--- src/rtl/pipe_register.sv ---
// pipe_register: DEPTH-stage valid/ready pipeline with bubble collapse,
// flush and occupancy count. Optional input skid buffer selected with the
// macro PIPE_REGISTER_SKID_EN. When it is defined, in_ready comes from a
// flop and has no combinational path from out_ready. Without it, in_ready
// is combinational through the stage chain.
module pipe_register #(
  parameter int FIXED_POINT = 16,
  parameter int DEPTH       = 4
) (
  input  logic                           clk,
  input  logic                           rst,
  input  logic [FIXED_POINT-1:0]         in_data,
  input  logic                           in_valid,
  output logic                           in_ready,
  output logic [FIXED_POINT-1:0]         out_data,
  output logic                           out_valid,
  input  logic                           out_ready,
  input  logic                           flush,
  output logic [$clog2(DEPTH+2)-1:0]     occupancy
);

  localparam int OW = $clog2(DEPTH+2);

  logic [DEPTH-1:0]                  valid_q, valid_d;
  logic [DEPTH-1:0][FIXED_POINT-1:0] data_q, data_d;
  logic [DEPTH-1:0]                  move_s;
  logic [OW-1:0]                     occ_q, occ_d;
  logic                              accept_s;
  logic                              deliver_s;
  logic                              free0_s;
  logic                              src_valid_s;
  logic [FIXED_POINT-1:0]            src_data_s;

  // A stage's word leaves when the stage ahead is empty or leaving too;
  // resolved from the output end backwards so bubbles collapse.
  always_comb begin
    logic [DEPTH-1:0] mv;
    mv = {DEPTH{1'b0}};
    mv[DEPTH-1] = valid_q[DEPTH-1] & out_ready;
    for (int i = DEPTH - 2; i >= 0; i--) begin
      mv[i] = valid_q[i] & (~valid_q[i+1] | mv[i+1]);
    end
    move_s = mv;
  end

  assign free0_s   = ~valid_q[0] | move_s[0];
  assign deliver_s = move_s[DEPTH-1];

`ifdef PIPE_REGISTER_SKID_EN
  logic                   skid_valid_q, skid_valid_d;
  logic [FIXED_POINT-1:0] skid_data_q, skid_data_d;
  logic                   in_ready_q, in_ready_d;

  assign in_ready    = in_ready_q & ~flush;
  assign accept_s    = in_valid & in_ready;
  assign src_valid_s = skid_valid_q | accept_s;
  assign src_data_s  = skid_valid_q ? skid_data_q : in_data;

  // The skid entry catches an accepted word that stage 0 cannot take yet.
  // It drains into stage 0 as soon as stage 0 frees up.
  always_comb begin
    skid_valid_d = 1'b0;
    skid_data_d  = skid_data_q;
    if (flush) begin
      skid_valid_d = 1'b0;
    end else if (skid_valid_q) begin
      skid_valid_d = ~free0_s;
    end else begin
      skid_valid_d = accept_s & ~free0_s;
      skid_data_d  = (accept_s & ~free0_s) ? in_data : skid_data_q;
    end
    in_ready_d = ~skid_valid_d;
  end

  // Skid entry and registered ready; reset leaves the input open.
  always_ff @(posedge clk) begin
    if (rst) begin
      skid_valid_q <= 1'b0;
      skid_data_q  <= {FIXED_POINT{1'b0}};
      in_ready_q   <= 1'b1;
    end else begin
      skid_valid_q <= skid_valid_d;
      skid_data_q  <= skid_data_d;
      in_ready_q   <= in_ready_d;
    end
  end
`else
  assign in_ready    = free0_s & ~flush;
  assign accept_s    = in_valid & in_ready;
  assign src_valid_s = accept_s;
  assign src_data_s  = in_data;
`endif

  // Next stage contents: load from behind when the predecessor moves,
  // empty out when our word moves on, otherwise hold; flush drops all.
  always_comb begin
    valid_d    = {DEPTH{1'b0}};
    data_d     = data_q;
    valid_d[0] = ~flush & ((src_valid_s & free0_s) | (valid_q[0] & ~move_s[0]));
    data_d[0]  = (src_valid_s & free0_s) ? src_data_s : data_q[0];
    for (int i = 1; i < DEPTH; i++) begin
      valid_d[i] = ~flush & (move_s[i-1] | (valid_q[i] & ~move_s[i]));
      data_d[i]  = move_s[i-1] ? data_q[i-1] : data_q[i];
    end
  end

  // Word count tracks accepts minus deliveries; flush empties everything.
  always_comb begin
    occ_d = flush ? {OW{1'b0}} : (occ_q + OW'(accept_s) - OW'(deliver_s));
  end

  // Stage chain and occupancy registers; reset also zeroes the data.
  always_ff @(posedge clk) begin
    if (rst) begin
      valid_q <= {DEPTH{1'b0}};
      data_q  <= {(DEPTH*FIXED_POINT){1'b0}};
      occ_q   <= {OW{1'b0}};
    end else begin
      valid_q <= valid_d;
      data_q  <= data_d;
      occ_q   <= occ_d;
    end
  end

  assign out_data  = data_q[DEPTH-1];
  assign out_valid = valid_q[DEPTH-1];
  assign occupancy = occ_q;

endmodule

--- config.mk ---
export PLATFORM = sky130hd
export DESIGN_NAME = pipe_register
export DESIGN_NICKNAME = d
export VERILOG_FILES = /design/src/rtl/pipe_register.sv
export SDC_FILE = /design/constraint.sdc
export NUM_CORES = 1
export LEC_CHECK = 0
export ABC_AREA = 1
export CAP_MARGIN = 20
export CORE_MARGIN = 4
export CORE_UTILIZATION = 45
export CTS_BUF_LIST = sky130_fd_sc_hd__clkbuf_16
export DETAILED_ROUTE_END_ITERATION = 10
export HOLD_SLACK_MARGIN = 0.03
export PLACE_DENSITY_LB_ADDON = 0.05
export SLEW_MARGIN = 20
export SYNTH_ARGS = -nofsm -noshare
export SYNTH_HDL_FRONTEND = slang
export SYNTH_SLANG_ARGS = --single-unit
--- constraint.sdc ---
create_clock -name clk -period 2.2 [get_ports clk]
set_input_delay 0.44 -clock clk [delete_from_list [all_inputs] [get_ports clk]]
set_output_delay 0.44 -clock clk [all_outputs]
set_load 0.02 [all_outputs]
==> results by group, run 1 <==
Drt
  – Drt total wl: 4.80 mm
  – Wire per inst: between 9 and 10 um
  – ANT nets after route: 0
  – DR vias/cell: ~4.3
  – Vias: around 2200
  – # DRC: 0
  – Pre-antenna DRT Iters: 4
  – Initial DRC Count: 73

Final layout
  – # diodes: 0
  – Share of cells above drive strength 1: 0.0872
  – FILL cells: approximately 660
  – Final net count: ~450
  – Storage element area: 1420 um2
  – Multi-input gate area in the final layout: ~1100 um2
  – P&R area growth vs syn: 21.7%

Logic synthesis
  – Compound-Gate Fraction of Synth Area: 0.0866
  – Simple-gate area share of the yosys netlist: 0.263
  – Yosys warnings: 0
  – Post-Synth XOR/XNOR Area: 0.00297
  – Synth top area share: 0.482
  – Synth area leader: dfxtp_1
  – Ys async rst share: 0
  – Post-synthesis mux area share: 0
  – Largest family of logic cells by synthesized area: simple AND/OR/NAND/NOR gates
  – List of most frequent post-synthesis cells: nor2_1, dfxtp_1, inv_1, o21ai_0, nand2_1
  – Main synth FF type: dfxtp_1
  – FF+latch count, synth: a little over 70
  – Mapped Cells: roughly 400
  – Leading post-synthesis cells by cell area: dfxtp_1, nor2_1, o21ai_0
  – Post-Synthesis Cell Area: 2950 um2
  – Synth cell types: 23
  – Syn nets: 425
  – Adder-cell area share of the yosys netlist: 0.0110
  – Seq/Total Area, Yosys: 0.482
  – Mapped Avg Cell Area: roughly 7.3 um2
  – Number of flops mapped to enable cells by yosys: 0
  – Top-count cell post-synth: nor2_1

STA
  – Final Skew: ~5.7 ps
  – Period utilization: 0.896
  – Worst-margin pin slew: between 300 and 400 ps
  – Hold Fails Final Rpt: 0
  – Tmin final: approximately 2000 ps
  – RSZ-0062 raised after global routing: no
  – Final Setup Violations: 0
  – Fin. max-slew vios: 0
  – Final setup TNS: 0 ps
  – Fmax: roughly 510 MHz
  – Slew margin rel.: 0.769

Pwr
  – Peak supply drop: around 0.45 mV
  – Tot Pwr: ~2.9 mW
  – Pwr/cell area: just under 800 nW/um2
  – Leakage: between 1.5 and 2 nW

GRT
  – Vias in the first global route: between 2000 and 2500
  – Antenna violations before repair: 0
  – First-pass GRT wire length: between 8 and 9 mm
  – Largest net degree at the start of global routing: 44
  – GR Overflow Total: 0
  – Total Routing Usage GR: 0.139

Clock network
  – Reg clk slew, reported paths: 60 ps
  – Clock Tree Buf Depth: 2
  – CTS tree: yes
  – Total CTS buffers: 9
  – # Post-CTS Setup Buffers: 0
  – Sink Count: 71
  – H-tree depth: 3
  – Worst skew pair latency: ~320 ps
  – CTS Hold Bufs: 0
  – Clk root buf: clkbuf_16

Floorplanning
  – Row count: 29
  – Die H: around 90 um
  – DIE WIDTH: slightly below 90 um
  – DIE AREA: around 7900 um2
  – I/O pins: 42
  – Initial Utilization: 0.464
  – Core Footprint: between 6000 and 7000 um2

Setup path
  – Critical Path RT: around 2500 ps
  – Critical Path Source: flush
  – Crit Path Class: in -> reg
  – Reg2reg setup slack: ~250 ps
  – Startpoint types: input port
  – Cells along the critical path: clkdlybuf4s50_1 > clkinv_1 > nand3_4 > nand3_1 > nand2_1 > ha_1 > inv_1 > fa_1 > or2_2 > a21oi_1
  – Critical Path Sink: occupancy[2]
  – CP Max Fanout: 2
  – R2r startpoint: valid_q[3]
  – CP max stage delay: approximately 480 ps
  – Arr. time, crit path: 2230 ps
  – Critical Path End Type: register
  – FF-to-FF path depth: 11
  – CP max stage cell: clkdlybuf4s50_1
  – Crit Reg-Reg Endpoint: occupancy[2]

Run status
  – Outcome: finished, final reports clean

Min path
  – Hold Startpoint: data_q[16]
  – WHS Path Cells: 2
  – HP Class: reg -> reg

Placement
  – IO buf count: around 40
  – Post-DP HPWL: ~3.5 mm
  – Gp weighted congestion: about 0.75

Run
  – Max Cap Viol: 0
-- layout make-up --
cell class	count	share of cell area
clock inverters	7	0.0133
flip-flops and latches	71	0.397
clock buffers	9	0.0628
repair buffers	52	0.138
multi-input cells	236	0.299
inverters	61	0.0638
well taps	77	0.0269
-- metal layers --
metal | track usage | part of all wire | vias up
met5 | 0 | 0 | -
met1 | 0.173 | 0.50 | 902
met4 | 0.0609 | 0.015 | 0
li1 | - | - | 1269
met3 | 0.0442 | 0.057 | 8
met2 | 0.223 | 0.42 | 43
-- repair_timing --
action                     in CTS  in global routing
setup endpoints to repair       1                  2
pin swaps                       0                  1
resized for setup               1                  1
-- sequential cells by signal, summed over array words and instances, names as in the netlist --
| register | count |
|---|---|
| data_q | 48 |
| occupancy | 3 |
| out_data | 16 |
| valid_q | 4 |
-- kinds of logic (layout without fill, tap and decap cells) --
group           after synthesis  after routing
compound gates               51             51
xor+xnor                      1              1
fa+ha+maj                     2              2
buf+inv                      95            129
flops                        71             71
simple gates                182            182
-- stage by stage --
step           setup WS, ps  area, um2  utilization  hold slack (ps)  std cells
2_1_floorplan          44.7       2950            -              449        402
3_3_place_gp           -279       3310        0.522              457        497
3_5_place_dp           -299       3310        0.522              466        497
4_1_cts                54.8       3580        0.565              480        513
5_1_grt                60.1       3590        0.565              500        513
6_report                228       3590        0.565              475        513
-- report_power, final --
part / leakage [nW] / total (mW) / internal [mW] / switching [mW]
Sequential: 0.579 / 1.35 / 1.33 / 0.0205
Clock: 0.132 / 1.29 / 0.761 / 0.528
Combinational: 0.874 / 0.213 / 0.0988 / 0.114
-- cell usage in the layout, fill, tap and decap left out, types with 9 or more instances in the layout --
cell / Yosys / routed
buf_4: 16 / 11
clkbuf_16: 0 / 9
clkdlybuf4s50_1: 0 / 39
dfxtp_1: 71 / 70
inv_1: 57 / 57
nand2_1: 38 / 38
nand4_1: 16 / 16
nor2_1: 118 / 118
o21ai_0: 48 / 48
-- worst max-delay path: cells and delay by family --
family,cells,cell delay [ps]
AO/OA/AOI/OAI,1,110
adder cells (fa/ha/maj),2,490
buffers and inverters,3,630
AND/OR/NAND/NOR,4,550
-- how the worst min path moves through the flow --
stage                  endpoint  slack (ps)
detailed placement   data_q[41]         470
floorplan            data_q[21]         450
finish               data_q[16]         470
global placement     data_q[41]         460
global route        out_data[3]         500
CTS                  data_q[41]         480
Note: power is estimated with default switching activity, not from simulation.
==> run 2: changes to the inputs <==
- CAP_MARGIN: 20 -> 15
- CORE_UTILIZATION: 45 -> 30
==> results by group, run 2 (same netlist as run 1, synthesis figures left out) <==
Run status
  – Outcome: finished, final reports clean

Drt
  – Drt total wl: between 5 and 6 mm
  – Pre-antenna DRT Iters: 4
  – Initial DRC Count: between 60 and 70
  – # DRC: 0
  – DR vias/cell: around 4.0
  – ANT nets after route: 0
  – Vias: roughly 2300
  – Wire per inst: 9.78 um

Placement
  – IO buf count: 41
  – Post-DP HPWL: ~4 mm
  – Gp weighted congestion: between 0.6 and 0.7

Clock network
  – Resized cells post-CTS: 1
  – CTS Hold Bufs: 0
  – H-tree depth: 3
  – Reg clk slew, reported paths: roughly 60 ps
  – Total CTS buffers: 9
  – Clock Tree Buf Depth: 2
  – # Post-CTS Setup Buffers: 0
  – Sink Count: between 70 and 80
  – CTS tree: yes
  – Worst skew pair latency: roughly 330 ps
  – Clk root buf: clkbuf_16

STA
  – Hold Fails Final Rpt: 0
  – Period utilization: 0.902
  – Final Setup Violations: 0
  – Fin. max-slew vios: 0
  – Tmin final: approximately 2000 ps
  – RSZ-0062 raised after global routing: no
  – Fmax: roughly 500 MHz
  – Final Skew: 7.90 ps
  – Slew margin rel.: 0.811
  – Worst-margin pin slew: between 200 and 300 ps

Final layout
  – Final net count: between 400 and 500
  – FILL cells: roughly 1100
  – Storage element area: approximately 1400 um2
  – # diodes: 0
  – Biggest register: data_q
  – Max reg flops: 48
  – Multi-input gate area in the final layout: roughly 1100 um2
  – P&R area growth vs syn: 26.5%
  – Share of cells above drive strength 1: 0.0934
  – Fin util: 0.396
  – Commonest cells after routing, fill and taps aside: nor2_1, dfxtp_1, inv_1, o21ai_0, clkdlybuf4s50_1
  – Commonest non-fill, non-tap cell in the layout: nor2_1

Floorplanning
  – Die H: around 110 um
  – DIE WIDTH: around 110 um
  – Row count: 35
  – Initial Utilization: 0.313
  – DIE AREA: between 10000 and 15000 um2
  – I/O pins: 42
  – Core Footprint: about 9400 um2

GRT
  – First-pass GRT wire length: ~9.5 mm
  – GR Overflow Total: 0
  – Vias in the first global route: 2116
  – Antenna violations before repair: 0
  – Total Routing Usage GR: 0.104
  – Largest net degree at the start of global routing: 23

Pwr
  – Pwr/cell area: 846 nW/um2
  – Tot Pwr: ~3.2 mW
  – Leakage: 1.63 nW
  – Peak supply drop: 0.295 mV

Setup path
  – CP Max Fanout: 2
  – Startpoint types: input port
  – Arr. time, crit path: roughly 2200 ps
  – Crit Path Class: in -> reg
  – Critical Path RT: ~2500 ps
  – Reg2reg setup slack: ~290 ps
  – Critical Path End Type: register

Min path
  – HP Class: reg -> reg

Run
  – Max Cap Viol: 0
## run 2: cell count changes in the layout (fill, tap and decap cells not counted)
cell        change
clkinvlp_4      -1
inv_6           +2
clkinv_2        -3
bufinv_16       +2
buf_4           +3
## run 2: path summary, 6_finish.rpt
path | startpoint | end | cells past startpoint
max reg2reg | valid_q[3] | occupancy[2] | 12
min reg2reg | data_q[28] | data_q[28] | 2
max | flush | occupancy[2] | 10
min | data_q[28] | data_q[28] | 2
## run 2: final cells by class
cell class / instances / area share
repair buffers: 55 / 0.139
flip-flops and latches: 71 / 0.381
well taps: 129 / 0.0433
clock inverters: 7 / 0.0275
multi-input cells: 236 / 0.287
clock buffers: 9 / 0.0604
inverters: 61 / 0.0614
## run 2: metrics by stage
stage / hold WS, ps / area, um2 / TNS (ps) / setup slack, ps / cells
after CTS: 482 / 3730 / 0 / 39.7 / 568
after detailed placement: 467 / 3400 / -598 / -325 / 552
after floorplan: 449 / 2950 / 0 / 44.7 / 402
final: 475 / 3730 / 0 / 215 / 568
after global placement: 460 / 3400 / -547 / -291 / 552
after global routing: 498 / 3730 / 0 / 63.0 / 568
## run 2: per-layer routing
metal / track usage / share of wire
met5: 0 / 0
met4: 0.0603 / 0.022
met3: 0.0283 / 0.052
met2: 0.154 / 0.40
met1: 0.134 / 0.52
## run 2: power breakdown
| group | switching (mW) | internal, mW | total [mW] |
|---|---|---|---|
| clock network | 0.576 | 1.01 | 1.58 |
| logic | 0.117 | 0.101 | 0.218 |
| registers | 0.0222 | 1.33 | 1.35 |
## run 2: worst max-delay path: stages
cell and delay, ps:
clkdlybuf4s50_1 480, clkinv_1 110, nand3_4 90, nand3_1 80, nand2_1 80, ha_1 130
inv_1 50, fa_1 370, or2_2 300, a21oi_1 120
==> run 3: changes to the inputs <==
- CAP_MARGIN: 15 -> not set
- RECOVER_POWER: not set -> 100
==> results by group, run 3 (same netlist as run 1, synthesis figures left out) <==
Run status
  – Outcome: finished, final reports clean

Clock network
  – Clk root buf: clkbuf_16
  – H-tree depth: 3
  – Worst skew pair latency: about 330 ps
  – Sink Count: between 70 and 80
  – Clock Tree Buf Depth: 2
  – Total CTS buffers: 9
  – Reg clk slew, reported paths: ~60 ps
  – CTS tree: yes

STA
  – Fmax: between 500 and 600 MHz
  – Final Skew: roughly 9.1 ps
  – Tmin final: 1990 ps
  – Min Hold Slack: 472 ps
  – Hold Fails Final Rpt: 0
  – Worst-margin pin slew: slightly below 800 ps
  – Final WS setup: between 200 and 250 ps
  – Final Setup Violations: 0
  – Slew margin rel.: 0.470
  – RSZ-0062 raised after global routing: no
  – Period utilization: 0.904
  – Fin. max-slew vios: 0

Pwr
  – Peak supply drop: just under 0.3 mV
  – Sequential share of power: 0.430
  – Sw Share: 0.226
  – Tot Pwr: 3.15 mW
  – Net Switching: 0.712 mW
  – Pint: around 2.4 mW
  – Combinational share of power: 0.068
  – Pwr/cell area: between 800 and 900 nW/um2
  – Clock share of power: 0.502
  – Leakage: between 1.5 and 2 nW

GRT
  – Largest net degree at the start of global routing: 23
  – GR Overflow Total: 0
  – Vias in the first global route: 2116
  – Total Routing Usage GR: 0.104
  – First-pass GRT wire length: around 9.5 mm
  – Antenna violations before repair: 0

Drt
  – Initial DRC Count: 73
  – # DRC: 0
  – Pre-antenna DRT Iters: 4
  – Vias: around 2300
  – Met3 WL: approximately 290 um
  – Drt total wl: between 5 and 6 mm
  – Metal2 WL: ~2.2 mm
  – DR vias/cell: between 3 and 4
  – ANT nets after route: 0
  – Max layer used: met4
  – WL met1: 2.89 mm
  – Wire per inst: ~9.8 um

Final layout
  – FILL cells: 1068
  – Commonest cells after routing, fill and taps aside: nor2_1, dfxtp_1, inv_1, o21ai_0, nand2_1
  – Post-Layout Cell Count: around 570
  – Share of cells above drive strength 1: 0.0729
  – Biggest register: data_q
  – Max reg flops: 48
  – Final net count: 457
  – Commonest non-fill, non-tap cell in the layout: nor2_1
  – P&R area growth vs syn: 25.9%
  – # diodes: 0

Floorplanning
  – Initial Utilization: 0.313
  – DIE WIDTH: between 100 and 150 um
  – Die H: 107 um
  – Core Footprint: 9420 um2
  – Row count: 35
  – I/O pins: 42
  – DIE AREA: approximately 11000 um2

Min path
  – HP Class: reg -> reg
  – WHS Path Cells: 2

Setup path
  – Startpoint types: input port
  – Critical Path RT: 2450 ps
  – Critical Path End Type: register
  – Crit Path Class: in -> reg
  – FF-to-FF path depth: 11
  – CP Max Fanout: 2
  – Arr. time, crit path: between 2000 and 2500 ps

Placement
  – Post-DP HPWL: 3.99 mm
  – Gp weighted congestion: about 0.7
  – Placed insts: 552
  – IO buf count: 41
  – DP Worst Slack: -325 ps

Run
  – Max Cap Viol: 0
==> run 3: power groups by stage <==
stage,logic [mW],clock network (mW),registers (mW)
after floorplan,0.149,0,1.38
after global placement,0.223,0,1.38
after detailed placement,0.224,0,1.38
after CTS,0.224,1.64,1.35
after global routing,0.251,1.69,1.36
final,0.215,1.58,1.35
==> run 3: final timing paths <==
kind,startpoint,end,slack (ps)
worst max register to register,valid_q[3],occupancy[2],250
worst max-delay path,flush,occupancy[2],210
worst min register to register,out_data[15],out_data[15],470
worst min-delay path,out_data[15],out_data[15],470
==> run 3: repair_timing <==
item / in CTS / in global routing
pin swaps: 0 / 0
buffers inserted: 0 / 0
gates resized for setup: 1 / 1
hold buffers: 0 / 0
endpoints found under the setup margin: 1 / 1
==> run 3: metal layers <==
layer,vias up,global-route usage
li1,1283,-
met3,10,0.0283
met4,0,0.0603
met1,927,0.134
met5,-,0
met2,41,0.154
==> run 3: through the flow <==
stage               cell area (um2)  TNS, ps  utilization
finish                         3710        0        0.394
global route                   3710        0        0.394
CTS                            3730        0        0.396
detailed placement             3400     -598        0.361
global placement               3400     -547        0.361
floorplan                      2950        0            -
==> run 3: layout make-up <==
class	instances	area [um2]	area share
sequential	71	1420	0.383
multi-input combinational	236	1070	0.287
timing repair buffer	55	505	0.136
inverter	61	229	0.0617
clock buffer	9	225	0.0607
tap	129	161	0.0435
clock inverter	7	103	0.0276
==> run 3: critical path, stage by stage <==
cell and delay (ps):
clkdlybuf4s50_1 480, clkinv_1 110, nand3_4 90, nand3_1 80
nand2_1 80, ha_1 130, inv_1 50, fa_1 370
or2_2 300, a21oi_1 120
